[src/rtl/immediate_gen_pipe_if.sv]
// immediate_gen_pipe_if: handshake bundle for immediate_gen_pipe; IMM_ILLEGAL_FLAG_EN adds the illegal flags
interface immediate_gen_pipe_if #(
    parameter int XLEN  = 32,
    parameter int DEPTH = 2,
    parameter int TAG_W = 5
);
    logic                     in_valid_i;
    logic                     in_ready_o;
    logic [31:0]              instr_i;
    logic [TAG_W-1:0]         tag_i;
    logic                     out_valid_o;
    logic                     out_ready_i;
    logic [XLEN-1:0]          imm_o;
    logic [2:0]               fmt_o;
    logic [TAG_W-1:0]         tag_o;
    logic [$clog2(DEPTH):0]   count_o;
`ifdef IMM_ILLEGAL_FLAG_EN
    logic                     illegal_o;
    logic                     illegal_seen_o;
    modport slave (
        input  in_valid_i, instr_i, tag_i, out_ready_i,
        output in_ready_o, out_valid_o, imm_o, fmt_o, tag_o, count_o, illegal_o, illegal_seen_o
    );
    modport master (
        output in_valid_i, instr_i, tag_i, out_ready_i,
        input  in_ready_o, out_valid_o, imm_o, fmt_o, tag_o, count_o, illegal_o, illegal_seen_o
    );
`else
    modport slave (
        input  in_valid_i, instr_i, tag_i, out_ready_i,
        output in_ready_o, out_valid_o, imm_o, fmt_o, tag_o, count_o
    );
    modport master (
        output in_valid_i, instr_i, tag_i, out_ready_i,
        input  in_ready_o, out_valid_o, imm_o, fmt_o, tag_o, count_o
    );
`endif
endinterface

[src/rtl/immediate_gen_pipe.sv]
// immediate_gen_pipe: RISC-V immediate decode into a DEPTH-entry FIFO; IMM_ILLEGAL_FLAG_EN adds illegal flags
module immediate_gen_pipe #(
    parameter int XLEN  = 32,
    parameter int DEPTH = 2,
    parameter int TAG_W = 5
) (
    input logic clk,
    input logic reset,
    immediate_gen_pipe_if.slave bus
);
    localparam int AW = $clog2(DEPTH);
    localparam int CW = AW + 1;
    typedef struct packed {
        logic [XLEN-1:0]  imm;
        logic [2:0]       fmt;
        logic [TAG_W-1:0] tag;
`ifdef IMM_ILLEGAL_FLAG_EN
        logic             illegal;
`endif
    } entry_t;
    entry_t          mem_q [DEPTH];
    entry_t          mem_d [DEPTH];
    entry_t          new_entry;
    entry_t          head;
    logic [AW-1:0]   rd_ptr_q, rd_ptr_d, wr_ptr_q, wr_ptr_d;
    logic [CW-1:0]   count_q, count_d;
    logic [6:0]      op;
    logic [2:0]      fmt;
    logic [31:0]     ins, imm32;
    logic            push, pop, out_valid;
`ifdef IMM_ILLEGAL_FLAG_EN
    logic            seen_q, seen_d;
`endif
    always_comb begin
        ins = bus.instr_i;
        op = ins[6:0];
        fmt = (op == 7'h13 || op == 7'h03 || op == 7'h67) ? 3'd1 :
              (op == 7'h23) ? 3'd2 :
              (op == 7'h63) ? 3'd3 :
              (op == 7'h37 || op == 7'h17) ? 3'd4 :
              (op == 7'h6f) ? 3'd5 : 3'd0;
        imm32 = (fmt == 3'd1) ? {{20{ins[31]}}, ins[31:20]} :
                (fmt == 3'd2) ? {{20{ins[31]}}, ins[31:25], ins[11:7]} :
                (fmt == 3'd3) ? {{19{ins[31]}}, ins[31], ins[7], ins[30:25], ins[11:8], 1'b0} :
                (fmt == 3'd4) ? {ins[31:12], 12'b0} :
                (fmt == 3'd5) ? {{11{ins[31]}}, ins[31], ins[19:12], ins[20], ins[30:21], 1'b0} : 32'b0;
        new_entry.imm = XLEN'($signed(imm32));
        new_entry.fmt = fmt;
        new_entry.tag = bus.tag_i;
`ifdef IMM_ILLEGAL_FLAG_EN
        new_entry.illegal = (fmt == 3'd0);
`endif
    end
    // readiness comes from registered count only, so a same-cycle pop never frees a full slot
    assign push      = bus.in_valid_i && (count_q < CW'(DEPTH));
    assign out_valid = (count_q != '0);
    assign pop       = out_valid && bus.out_ready_i;
    always_comb begin
        mem_d = mem_q;
        if (push) mem_d[wr_ptr_q] = new_entry;
        wr_ptr_d = push ? wr_ptr_q + AW'(1) : wr_ptr_q;
        rd_ptr_d = pop ? rd_ptr_q + AW'(1) : rd_ptr_q;
        count_d = count_q + CW'(push) - CW'(pop);
`ifdef IMM_ILLEGAL_FLAG_EN
        seen_d = seen_q || (push && new_entry.illegal);
`endif
    end
    always_ff @(posedge clk) mem_q <= mem_d;
    always_ff @(posedge clk) begin
        if (reset) begin
            rd_ptr_q <= '0;
            wr_ptr_q <= '0;
            count_q <= '0;
`ifdef IMM_ILLEGAL_FLAG_EN
            seen_q <= 1'b0;
`endif
        end else begin
            rd_ptr_q <= rd_ptr_d;
            wr_ptr_q <= wr_ptr_d;
            count_q <= count_d;
`ifdef IMM_ILLEGAL_FLAG_EN
            seen_q <= seen_d;
`endif
        end
    end
    assign head            = mem_q[rd_ptr_q];
    assign bus.in_ready_o  = (count_q < CW'(DEPTH));
    assign bus.out_valid_o = out_valid;
    assign bus.count_o     = count_q;
    assign bus.imm_o       = out_valid ? head.imm : '0;
    assign bus.fmt_o       = out_valid ? head.fmt : '0;
    assign bus.tag_o       = out_valid ? head.tag : '0;
`ifdef IMM_ILLEGAL_FLAG_EN
    assign bus.illegal_o      = out_valid && head.illegal;
    assign bus.illegal_seen_o = seen_q;
`endif
endmodule

[src/flat_wrapper.sv]
// flat-port wrapper written by rule: the top's interface ports become plain ports
module immediate_gen_pipe_flat 
#(
    parameter int XLEN  = 32,
    parameter int DEPTH = 2,
    parameter int TAG_W = 5
)
  (clk, reset, bus_in_valid_i, bus_instr_i, bus_tag_i, bus_out_ready_i, bus_in_ready_o, bus_out_valid_o, bus_imm_o, bus_fmt_o, bus_tag_o, bus_count_o);
  immediate_gen_pipe_if #(.XLEN(XLEN), .DEPTH(DEPTH), .TAG_W(TAG_W)) bus_i ();
  input logic clk;
  input logic reset;
  input wire logic [$bits(bus_i.in_valid_i)-1:0] bus_in_valid_i;
  input wire logic [$bits(bus_i.instr_i)-1:0] bus_instr_i;
  input wire logic [$bits(bus_i.tag_i)-1:0] bus_tag_i;
  input wire logic [$bits(bus_i.out_ready_i)-1:0] bus_out_ready_i;
  output wire logic [$bits(bus_i.in_ready_o)-1:0] bus_in_ready_o;
  output wire logic [$bits(bus_i.out_valid_o)-1:0] bus_out_valid_o;
  output wire logic [$bits(bus_i.imm_o)-1:0] bus_imm_o;
  output wire logic [$bits(bus_i.fmt_o)-1:0] bus_fmt_o;
  output wire logic [$bits(bus_i.tag_o)-1:0] bus_tag_o;
  output wire logic [$bits(bus_i.count_o)-1:0] bus_count_o;
  assign bus_i.in_valid_i = bus_in_valid_i;
  assign bus_i.instr_i = bus_instr_i;
  assign bus_i.tag_i = bus_tag_i;
  assign bus_i.out_ready_i = bus_out_ready_i;
  assign bus_in_ready_o = bus_i.in_ready_o;
  assign bus_out_valid_o = bus_i.out_valid_o;
  assign bus_imm_o = bus_i.imm_o;
  assign bus_fmt_o = bus_i.fmt_o;
  assign bus_tag_o = bus_i.tag_o;
  assign bus_count_o = bus_i.count_o;
  immediate_gen_pipe #(.XLEN(XLEN), .DEPTH(DEPTH), .TAG_W(TAG_W)) u_core (.clk(clk), .reset(reset), .bus(bus_i));
endmodule
[config.mk]
export PLATFORM = sky130hd
export DESIGN_NAME = immediate_gen_pipe_flat
export DESIGN_NICKNAME = d
export VERILOG_FILES = /design/src/rtl/immediate_gen_pipe_if.sv /design/src/rtl/immediate_gen_pipe.sv /design/src/flat_wrapper.sv
export SDC_FILE = /design/constraint.sdc
export NUM_CORES = 1
export LEC_CHECK = 0
export BUFFER_PORTS_ARGS = -buffer_cell sky130_fd_sc_hd__buf_2
export CORE_MARGIN = 2
export CORE_UTILIZATION = 30
export CTS_CLUSTER_SIZE = 40
export DETAILED_ROUTE_END_ITERATION = 6
export SYNTH_ARGS = -nofsm -noshare
export SYNTH_HDL_FRONTEND = slang
export SYNTH_SLANG_ARGS = --single-unit
[constraint.sdc]
create_clock -name clk -period 3.2 [get_ports clk]
set_input_delay 0.64 -clock clk [delete_from_list [all_inputs] [get_ports clk]]
set_output_delay 0.64 -clock clk [all_outputs]
set_load 0.005 [all_outputs]
* Yosys cells after proc, flatten, opt, wreduce, memory -nomap -nowiden *
Index checks and enable logic that the tools add are counted.

storage, ports and cells
  bits in registers = 84
  output and inout bits = 44
  logic and storage cells = 58

operators by class
  $add $sub $neg = 4
  order comparisons = 4
  equality and inequality tests = 13
  muxes and demuxes = 19
  bitwise operators = 2
  reduce and logical (&&, ||, !) cells = 7

operators by type and width
  kind                 number
  $mux 32              6
  $mux 40              4
  $bwmux 80            1
  $demux 40 s1         1
  $eq 7x7->1 const B   3
  $mux 3               6
  $eq 7x5->1 const B   2
  $eq 7x6->1 const B   2
  $eq 7x2->1 const B   1
  $eq 3x2->1 const B   2
  $eq 3x3->1 const B   2
  $mux 5               1
  $ge 2x2->1 const B   2
  $not 1->2            2
  $eq 3x1->1 const B   1
  $logic_and 1x1->1    3
  $logic_or 1x1->1     3
  $add 1x1->1 const B  2
  $add 2x1->2          1
  $lt 2x1->1 const B   1
  $lt 2x2->1 const B   1
  $reduce_bool 2->1    1
  $sub 2x1->2          1

* Longest topological paths before layout *
  word-level depth = 13
  mapped depth = 8
  mapped depth without buffers = 8

* Worst setup path after synthesis *
OpenSTA, ideal clock, no wires.

  kind = input to register
  start = input port bus_in_valid_i
  end = register u_core.mem_q[40] (netlist name), enable pin
  data arrival time = 2.718 ns
  required time = 2.758 ns
  slack = 0.040 ns
  cell stages on the path = 2
  buffers on the path = 0
  path through = nor2b_1 > nor2b_1

on the way
  cells in the longest elaborated chain, start to end = 1

RTL lines
  what                  RTL line                  text
  from (decl)           flat_wrapper.sv:12        input wire logic [$bits(bus_i.in_valid_i)-1:0] bus_in_valid_i;
  $logic_and 1x1->1     immediate_gen_pipe.sv:55  assign push = bus.in_valid_i && (count_q < CW'(DEPTH));
  to (signal assigned)  immediate_gen_pipe.sv:68  always_ff @(posedge clk) mem_q <= mem_d;
  to (decl)             immediate_gen_pipe.sv:21  entry_t mem_q [DEPTH];

No other way between the ends.
A chain may end at the register's enable or synchronous reset.

* Worst setup path in the final report *
  start = register u_core.rd_ptr_q
  end = output port bus_fmt_o[0]

on the way
  cells in the longest elaborated chain, start to end = 5

RTL lines
  what                                        RTL line                  text
  from (decl)                                 immediate_gen_pipe.sv:25  logic [AW-1:0] rd_ptr_q, rd_ptr_d, wr_ptr_q, wr_ptr_d;
  from (signal assigned)                      immediate_gen_pipe.sv:78  rd_ptr_q <= rd_ptr_d;
  $not 1->2 (implied by the code)             immediate_gen_pipe.sv:86  assign head = mem_q[rd_ptr_q];
  $mux 40 (implied by the code) (3 in a row)  immediate_gen_pipe.sv:86
  $mux 3                                      immediate_gen_pipe.sv:91  assign bus.fmt_o = out_valid ? head.fmt : '0;
  to (decl)                                   flat_wrapper.sv:19        output wire logic [$bits(bus_i.fmt_o)-1:0] bus_fmt_o;

No other way between the ends. The select of a mux whose other input is x is not followed.

==> impl_metrics.env <==
export IMPL_status="completed"
export IMPL_start_util=0.3103
export IMPL_r2r_worst_path_cells=3
export IMPL_nFillCells=1184
export IMPL_nNetsFinal=401
export IMPL_cp_end_kind="output pin"
export IMPL_critPathMaxFanout=27
export IMPL_cts_made_buffers=9
export IMPL_ys_ff_latch=84
export IMPL_cpLargestDelayFamily="flip-flops"
export IMPL_drcViolationCount=0
export IMPL_cts_sinks=84
export IMPL_multi_input_area_mm2=0.001194
export IMPL_path_clk_slew_ns=0.06
export IMPL_worst_slack_ns=0.7056
export IMPL_finalCritPeriodShare=0.7795
export IMPL_min_path_cells=1
export IMPL_worst_pin_slew_ns=0.7682
export IMPL_die_area_mm2=0.01344
export IMPL_setup_viol=0
export IMPL_cts_tree="done"
export IMPL_grt_pass1_vias=2343
export IMPL_slew_headroom=0.4866
export IMPL_ioPinCount=85
export IMPL_rsz0062_at_grt="false"
export IMPL_ir_drop_mv=0.2915
export IMPL_synth_ff_type="edfxtp_1"
export IMPL_antenna_found_initial=0
export IMPL_dpl_worst_slack_ns=0.9185
export IMPL_area_delta_synth_final_pct=25.27
export IMPL_swShare=0.3066
export IMPL_critical_path_arrival_ns=1.85
export IMPL_drt_pass1_iter_count=4
export IMPL_p_per_area_mw_per_mm2=758.6
export IMPL_core_mm2=0.01211
export IMPL_final_cells=531
export IMPL_clk_latency_ns=0.33
export IMPL_post_cts_resized=0
export IMPL_p_int_mw=2.476
export IMPL_viasPerCell=4.503
export IMPL_drt_antenna_violating_nets=0
export IMPL_layout_common_cells="buf_2, edfxtp_1, nor2_1"
export IMPL_wl_um=8358
export IMPL_start_kind="register"
export IMPL_ys_warn_count=0
export IMPL_skew_ns=0.004596
export IMPL_n_antenna_cell=0
export IMPL_ys_seq_area_frac=0.6605
export IMPL_place_hpwl_um=5704
export IMPL_synthArstFlopShare=0
export IMPL_drive_gt1_frac=0.3333
export IMPL_critical_path_max_stage_delay_ns=0.66
export IMPL_drt_iter0_drc=127
export IMPL_cts_hold_buf=0
export IMPL_period_minus_slack_ns=2.494
export IMPL_crit_path_top_delay_cell="dfxtp_2"
export IMPL_die_w_um=115.9
export IMPL_grt_overflow_total=0
export IMPL_routedWlPerCell_um=15.74
export IMPL_synth_edf_count=80
export IMPL_p_clk_frac=0.280
export IMPL_io_buffers=84
export IMPL_crit_required_ns=2.56
export IMPL_crit_buf_inv=2
export IMPL_grt_pass1_wl_um=12800
export IMPL_synth_cell_type_count=39
export IMPL_clockBufferDepth=2
export IMPL_layout_commonest_cell="buf_2"
export IMPL_grt_max_degree=31
export IMPL_cts_setup_buffers=0
export IMPL_crit_chain="buf_12 -> mux2i_1 -> nor2_1 -> buf_2"
export IMPL_timing_fmax_mhz=400.9
export IMPL_syn_area_per_cell_um2=13.82
export IMPL_syn_num_nets=315
export IMPL_cp_depth=4
export IMPL_p_switching_mw=1.095
export IMPL_num_vias=2391
export IMPL_globalplace_congestion=0.7825
export IMPL_grt_usage=0.1301
export IMPL_finalInstanceArea_mm2=0.004708
export IMPL_ctsRootBufferMaster="clkbuf_16"
export IMPL_finalSetupTns_ns=0
export IMPL_rows=40
export IMPL_drv_slew=0
export IMPL_dpl_cell_area_mm2=0.004415
export IMPL_netlist_instances=272
export IMPL_worstHoldPathType="primary input to register"
export IMPL_power_leakage_nw=1.921
export IMPL_maxCapViolCount=0
export IMPL_syn_cell_area_mm2=0.003759
export IMPL_die_h_um=115.9
export IMPL_combPwrFrac=0.302
export IMPL_cts_max_level=3
export IMPL_p_seq_frac=0.418
export IMPL_regArea_mm2=0.002484
export IMPL_finalHoldViolCount=0
export IMPL_dp_cells=515
export IMPL_path_class="register to output pin"
[synthesized netlist by cell type, drive strengths merged (3+ instances only)]
library cell,n,area share
a21o,9,0.018
nand3,23,0.031
nor4,3,0.013
mux2i,40,0.11
nor2b,5,0.0083
dfxtp,4,0.021
nor2,44,0.044
xnor2,3,0.0070
buf,10,0.015
and2,7,0.012
a22o,4,0.0093
inv,6,0.0060
edfxtp,80,0.64
clkbuf,7,0.0070
[area by class of cell]
class	instances	area share
Inverter	6	0.004783
Timing Repair Buffer	92	0.1074
Multi-Input combinational cell	165	0.2535
Clock buffer	9	0.04783
Sequential cell	84	0.5275
Tap cell	168	0.04465
Clock inverter	7	0.01435
[flip-flops by register name, summed over array words and instances, names as in the netlist]
signal	cells
u_core.bus.count_o	2
u_core.wr_ptr_q	1
u_core.mem_q	80
u_core.rd_ptr_q	1
[kinds of logic (layout without fill, tap and decap cells)]
family,Yosys count,count (layout),share of synthesized area
buffers and inverters,23,114,0.02796
muxes,41,41,0.1095
DFF,84,84,0.6605
and+or+nand+nor,94,94,0.1332
adders and majority gates,2,2,0.006657
AOI/OAI and AO/OA,23,23,0.05060
xor gates and xnor gates,5,5,0.01165
[stage by stage]
step,util,power (mW),hold slack (ns)
2_1_floorplan,-,2.119,0.4983
3_3_place_gp,0.3646,2.619,0.5659
3_5_place_dp,0.3646,2.638,0.5845
4_1_cts,0.3887,3.644,0.4898
5_1_grt,0.3887,3.812,0.4957
6_report,0.3887,3.572,0.5027
[final timing paths]
path | start | slack, ns | to
min | bus_tag_i[1] | 0.50 | u_core.mem_q[41]$_DFFE_PP_
max reg2reg | u_core.bus.count_o[1]$_SDFF_PP0_ | 1.39 | u_core.mem_q[1]$_DFFE_PP_
min reg2reg | u_core.wr_ptr_q$_SDFFE_PP0P_ | 0.58 | u_core.wr_ptr_q$_SDFFE_PP0P_
max | u_core.rd_ptr_q$_SDFFE_PP0P_ | 0.71 | bus_fmt_o[0]
[power by group through the flow]
stage          sequential [mW]  clock (mW)  combinational (mW)
2_1_floorplan             1.48           0               0.643
3_3_place_gp              1.51           0                1.10
3_5_place_dp              1.52           0                1.12
4_1_cts                   1.50        1.03                1.12
5_1_grt                   1.51        1.08                1.22
6_report                  1.49        1.00                1.08
[per-layer routing]
| metal | track usage | part of all wire | vias to the layer above |
|---|---|---|---|
| met2 | 0.2055 | 0.47 | 53 |
| met5 | 0 | 0 | - |
| li1 | - | - | 1177 |
| met3 | 0.03138 | 0.041 | 7 |
| met1 | 0.1738 | 0.48 | 1154 |
| met4 | 0.05079 | 0.015 | 0 |
Note: power is estimated with default switching activity, not from simulation.
